--- src/rtl/i2c_cmd_sequencer.sv ---
// i2c_cmd_sequencer: queues host I2C commands, issues them one at a time over the
// master's enable/ready handshake and returns in-order responses through a FIFO.
module i2c_cmd_sequencer #(
    parameter int CMD_DEPTH     = 4,
    parameter int RSP_DEPTH     = 4,
    parameter int START_TIMEOUT = 16
) (
    input  logic                       i2c_clk_100k,
    input  logic                       rst,
    input  logic                       cmd_valid,
    output logic                       cmd_ready,
    input  logic                       cmd_rw,
    input  logic [6:0]                 cmd_addr,
    input  logic [7:0]                 cmd_data,
    output logic                       rsp_valid,
    input  logic                       rsp_ready,
    output logic [7:0]                 rsp_data,
    output logic                       rsp_err,
    output logic [6:0]                 m_addr,
    output logic [7:0]                 m_data_in,
    output logic                       m_rw,
    output logic                       m_enable,
    input  logic [7:0]                 m_data_out,
    input  logic                       m_ready,
    output logic                       busy,
    output logic [$clog2(CMD_DEPTH):0] cmd_level
);
    localparam int CAW = $clog2(CMD_DEPTH);
    localparam int RAW = $clog2(RSP_DEPTH);
    localparam int TW  = $clog2(START_TIMEOUT + 1);
    localparam logic [TW-1:0] TMO_LAST = TW'(START_TIMEOUT - 1);

    typedef enum logic [1:0] {IDLE, LAUNCH, WAIT_DONE} state_t;

    state_t        state_q, state_d;
    logic [15:0]   cmd_mem_q [CMD_DEPTH];
    logic [15:0]   cmd_mem_d [CMD_DEPTH];
    logic [8:0]    rsp_mem_q [RSP_DEPTH];
    logic [8:0]    rsp_mem_d [RSP_DEPTH];
    logic [CAW:0]  cmd_wr_q, cmd_wr_d, cmd_rd_q, cmd_rd_d, cmd_cnt;
    logic [RAW:0]  rsp_wr_q, rsp_wr_d, rsp_rd_q, rsp_rd_d, rsp_cnt;
    logic [TW-1:0] tmo_q, tmo_d;
    logic [6:0]    m_addr_q, m_addr_d;
    logic [7:0]    m_data_in_q, m_data_in_d;
    logic          m_rw_q, m_rw_d, m_enable_q, m_enable_d;
    logic          cmd_push, cmd_pop, rsp_push, rsp_pop;
    logic [8:0]    rsp_new;
    logic [15:0]   cmd_head;

    always_comb begin
        cmd_cnt             = cmd_wr_q - cmd_rd_q;
        rsp_cnt             = rsp_wr_q - rsp_rd_q;
        // Depths are powers of two, so the count MSB alone means full
        cmd_ready           = !cmd_cnt[CAW];
        rsp_valid           = rsp_cnt != '0;
        cmd_push            = cmd_valid && cmd_ready;
        rsp_pop             = rsp_valid && rsp_ready;
        cmd_head            = cmd_mem_q[cmd_rd_q[CAW-1:0]];
        {rsp_err, rsp_data} = rsp_mem_q[rsp_rd_q[RAW-1:0]];
        cmd_level           = cmd_cnt;
        busy                = state_q != IDLE;
        m_addr              = m_addr_q;
        m_data_in           = m_data_in_q;
        m_rw                = m_rw_q;
        m_enable            = m_enable_q;
        state_d             = state_q;
        tmo_d               = tmo_q;
        m_addr_d            = m_addr_q;
        m_data_in_d         = m_data_in_q;
        m_rw_d              = m_rw_q;
        m_enable_d          = m_enable_q;
        cmd_pop             = 1'b0;
        rsp_push            = 1'b0;
        rsp_new             = '0;
        case (state_q)
            IDLE: begin
                // Nothing is in flight here, so a free response slot is all that is needed
                if (cmd_cnt != '0 && m_ready && !rsp_cnt[RAW]) begin
                    cmd_pop                           = 1'b1;
                    {m_rw_d, m_addr_d, m_data_in_d}   = cmd_head;
                    m_enable_d                        = 1'b1;
                    tmo_d                             = '0;
                    state_d                           = LAUNCH;
                end
            end
            LAUNCH: begin
                tmo_d = tmo_q + TW'(1);
                if (!m_ready) begin
                    state_d = WAIT_DONE;
                end else if (tmo_q == TMO_LAST) begin
                    m_enable_d = 1'b0;
                    rsp_push   = 1'b1;
                    rsp_new    = {1'b1, 8'h00};
                    state_d    = IDLE;
                end
            end
            WAIT_DONE: begin
                if (m_ready) begin
                    m_enable_d = 1'b0;
                    rsp_push   = 1'b1;
                    rsp_new    = {1'b0, m_rw_q ? m_data_out : 8'h00};
                    state_d    = IDLE;
                end
            end
            default: state_d = IDLE;
        endcase
        cmd_wr_d  = cmd_wr_q + {{CAW{1'b0}}, cmd_push};
        cmd_rd_d  = cmd_rd_q + {{CAW{1'b0}}, cmd_pop};
        rsp_wr_d  = rsp_wr_q + {{RAW{1'b0}}, rsp_push};
        rsp_rd_d  = rsp_rd_q + {{RAW{1'b0}}, rsp_pop};
        cmd_mem_d = cmd_mem_q;
        if (cmd_push) cmd_mem_d[cmd_wr_q[CAW-1:0]] = {cmd_rw, cmd_addr, cmd_data};
        rsp_mem_d = rsp_mem_q;
        if (rsp_push) rsp_mem_d[rsp_wr_q[RAW-1:0]] = rsp_new;
    end

    always_ff @(posedge i2c_clk_100k or negedge rst) begin
        if (!rst) begin
            state_q     <= IDLE;
            cmd_mem_q   <= '{default: '0};
            rsp_mem_q   <= '{default: '0};
            cmd_wr_q    <= '0;
            cmd_rd_q    <= '0;
            rsp_wr_q    <= '0;
            rsp_rd_q    <= '0;
            tmo_q       <= '0;
            m_addr_q    <= '0;
            m_data_in_q <= '0;
            m_rw_q      <= 1'b0;
            m_enable_q  <= 1'b0;
        end else begin
            state_q     <= state_d;
            cmd_mem_q   <= cmd_mem_d;
            rsp_mem_q   <= rsp_mem_d;
            cmd_wr_q    <= cmd_wr_d;
            cmd_rd_q    <= cmd_rd_d;
            rsp_wr_q    <= rsp_wr_d;
            rsp_rd_q    <= rsp_rd_d;
            tmo_q       <= tmo_d;
            m_addr_q    <= m_addr_d;
            m_data_in_q <= m_data_in_d;
            m_rw_q      <= m_rw_d;
            m_enable_q  <= m_enable_d;
        end
    end
endmodule

--- config.mk ---
export PLATFORM = sky130hd
export DESIGN_NAME = i2c_cmd_sequencer
export DESIGN_NICKNAME = d
export VERILOG_FILES = /design/src/rtl/i2c_cmd_sequencer.sv
export SDC_FILE = /design/constraint.sdc
export NUM_CORES = 1
export LEC_CHECK = 0
export ABC_CLOCK_PERIOD_IN_PS = 5900
export BUFFER_PORTS_ARGS = -buffer_cell sky130_fd_sc_hd__buf_2
export CORE_AREA = 8 8 107 109
export CTS_BUF_LIST = sky130_fd_sc_hd__clkbuf_8
export CTS_CLUSTER_DIAMETER = 30
export DETAILED_ROUTE_END_ITERATION = 6
export DIE_AREA = 0 0 115 117
export PLACE_DENSITY = 0.86
export SYNTH_ARGS = -nofsm -noshare
export SYNTH_HDL_FRONTEND = slang
export SYNTH_SLANG_ARGS = --single-unit
--- constraint.sdc ---
create_clock -name i2c_clk_100k -period 5.9 [get_ports i2c_clk_100k]
set_input_delay 0.885 -clock i2c_clk_100k [delete_from_list [all_inputs] [get_ports i2c_clk_100k]]
set_output_delay 0.885 -clock i2c_clk_100k [all_outputs]
set_load 0.01 [all_outputs]
==> results.tsv <==
stage	metric	value	unit
pwr	internal-power	2574	uW
clocking	clock_tree.root_cell	clkbuf_8	
logic_synthesis	syn_inst	401	
sta	finalHoldViolCount	0	
sta	drv_slew	0	
logic_synthesis	synth_common_cells	dfrtp_1, mux2_2, mux4_2	
clocking	htreeDepth	4	
routing	vias	3526	
logic_synthesis	synth.most_common_cell	dfrtp_1	
routing	viasPerCell	5.733	
logic_synthesis	synth_cell_type_count	38	
clocking	clock_sinks	136	
pwr	vdd_ir_drop_max	286.0	uV
sta	finalSetupTns	0	ns
sta	whs	0.4754	ns
pwr	power.density	540.4	mW/mm2
logic_synthesis	synth.net_count	447	
grt	antenna_found_initial	0	
floorplan	core	0.009907	mm2
sta	period_needed	3.242	ns
status	status	complete, no violations	
final_layout	layout.nets	513	
pwr	p_comb_share	38.0	%
logic_synthesis	ys_seq_area_share	54.61	%
floorplan	io_pins	61	
setup_path	path_class	flop to flop	
logic_synthesis	synth_edf_count	0	
clocking	clk_latency	0.42	ns
pwr	p_clk_share	21.6	%
floorplan	initial_utilization	62.91	%
final_layout	syn2layout_area_growth	13.41	%
pwr	power.leakage	0.003374	uW
pwr	power_switching	1246	uW
floorplan	dieArea	0.01346	mm2
clocking	cts_resized	0	
routing	drc	0	
setup_path	cp.required	6.20	ns
sta	fin_skew	0.01090	ns
clocking	numCtsBuffers	17	
clocking	clk_pin_slew	0.07	ns
pwr	sw_frac_of_total	32.62	%
sta	fin_crit_sh	54.95	%
logic_synthesis	synthArstFlopShare	100.0	%
pwr	power.total	3819	uW
logic_synthesis	yosysTopAreaCell	dfrtp_1	
sta	fmax	0.3085	GHz
logic_synthesis	synth_top_area_share	54.61	%
final_layout	drive_gt1_share	51.57	%
sta	rsz0062_at_grt	no	
floorplan	rows	37	
floorplan	die_w	115	um
job	max_cap_viol_count	0	
grt	grt_max_degree	86	
sta	setup_viol	0	
grt	grt_use_total	18.70	%
grt	grt_overflow	0	
routing	wl_per_cell	18.71	um
placed_design	globalplace.congestion	0.7760	
hold_path	hp-class	flop to flop	
clocking	cts.path.max_buffers	2	
logic_synthesis	synth.cell_area	0.006232	mm2
routing	drtPass1Iterations	4	
floorplan	die-height	117	um
routing	ant_nets	0	
logic_synthesis	yosys_register_bits	136	
clocking	cts_setup_buffers	0	
logic_synthesis	synth_area_per_cell	15.54	um2
logic_synthesis	synthTopCellsByArea	dfrtp_1, mux2_2, mux4_2, ha_1, mux2_4	
placed_design	hpwl	7.701	mm
clocking	ctsHoldBuffers	0	
logic_synthesis	ys.flop_type	dfrtp_1	
sta	max_slew.worst_pin.slew	0.9403	ns
logic_synthesis	yosysWarnings	0	
setup_path	critPathMaxFanout	18	
grt	grt_pass1_vias	3796	
grt	grt_pass1_wl	19.22	mm
routing	drt-initial-drc-count	133	
setup_path	start_kind	flop	
final_layout	antenna_cells_inserted	0	
sta	relSlewSlack	37.32	%
routing	routed_wl	11.51	mm
setup_path	endpoint_kind	flop	
placed_design	port_buffers	60	
pwr	seqPwrFrac	40.4	%
setup_path	worstPathArrival	3.54	ns
clocking	cts_tree	done	
## per-stage QoR
step           worst slack, ns  utilization (%)  std cells  cell area [um2]
2_1_floorplan            3.156                -        401             6232
3_3_place_gp             2.818            66.99        584             6636
3_5_place_dp             2.701            66.99        584             6636
4_1_cts                  2.657            71.34        615             7068
5_1_grt                  2.511            71.34        615             7068
6_report                 2.658            71.34        615             7068
## cells in the final DEF (no fill, tap or decap), drive strengths merged, types with 2 or more instances in the layout
master    netlist  routed
a21o            2       2
a21oi           5       5
a221o           2       2
and2           11      11
buf            13      64
bufinv          0       4
clkbuf          4      17
clkinv          0       2
clkinvlp        0       5
dfrtp         136     136
fa              2       2
ha             15      15
inv            16      19
mux2          119     119
mux2i           2       2
mux4           25      25
nand2           6       6
nand3          10      10
nor2            6       6
nor3            3       3
nor3b           2       2
o21ai           3       3
o22ai           2       2
xnor3           2       2
xor2            5       5
## cell families (layout without fill, tap and decap cells)
logic type,after synthesis,in the layout,synth area share [%]
flip-flops,136,136,54.61
AND/OR/NAND/NOR,43,43,4.236
adder cells (fa/ha/maj),17,17,3.654
XOR/XNOR,7,7,1.425
AO/OA/AOI/OAI,19,19,2.068
multiplexers,146,146,31.40
buffers and inverters,33,111,2.610
## power by group through the flow
stage	sequential, uW	combinational [uW]	clock (uW)
2_1_floorplan	1460	1170	0
3_3_place_gp	1540	1400	0
3_5_place_dp	1560	1470	0
4_1_cts	1550	1480	841
5_1_grt	1590	1580	887
6_report	1540	1450	824
## layout make-up
cell class | instances | area (um2)
fill | 696 | 2839
multi-input combinational | 232 | 2666
sequential | 136 | 3403
timing repair buffer | 64 | 336.6
inverter | 16 | 60.06
clock buffer | 17 | 234.0
clock inverter | 14 | 197.7
tap | 136 | 170.2
## critical path, cell delays in order (launching register included)
cell and delay [ns]:
dfrtp_1 0.74, fa_1 0.60, xnor3_1 0.27, inv_2 0.05, o311ai_1 0.22, buf_4 0.22
or2_1 0.11, buf_4 0.30, inv_1 0.09, ha_1 0.20, ha_1 0.20, xor2_1 0.14
## per-layer routing
metal	up-vias	wire, um	GRT usage, %
li1	1594	-	-
met1	1860	4739	21.54
met2	61	6192	33.59
met3	11	465	5.080
met4	0	110	5.342
met5	-	0	0
## flip-flops by register name, summed over array words and instances (netlist names)
signal	count
cmd_mem_q	64
m_addr	7
m_rw	1
rsp_mem_q	36
cmd_wr_q	3
tmo_q	5
m_enable	1
m_data_in	8
rsp_rd_q	3
cmd_rd_q	3
rsp_wr_q	3
state_q	2
## final timing paths
| kind | end | depth (start not counted) | from | slack (ns) |
|---|---|---|---|---|
| setup reg to reg | cmd_rd_q[2]$_DFF_PN0_ | 11 | cmd_rd_q[1]$_DFF_PN0_ | 2.66 |
| hold / removal | cmd_wr_q[2]$_DFF_PN0_ | 1 | cmd_wr_q[2]$_DFF_PN0_ | 0.48 |
| min in group asynchronous | rsp_wr_q[2]$_DFF_PN0_ | 1 | rst | 0.51 |
| max in group asynchronous | rsp_wr_q[0]$_DFF_PN0_ | 2 | rst | 4.24 |
| hold reg to reg | cmd_wr_q[2]$_DFF_PN0_ | 1 | cmd_wr_q[2]$_DFF_PN0_ | 0.48 |
| setup / recovery | cmd_rd_q[2]$_DFF_PN0_ | 11 | cmd_rd_q[1]$_DFF_PN0_ | 2.66 |
Note: power is estimated with default switching activity, not from simulation.
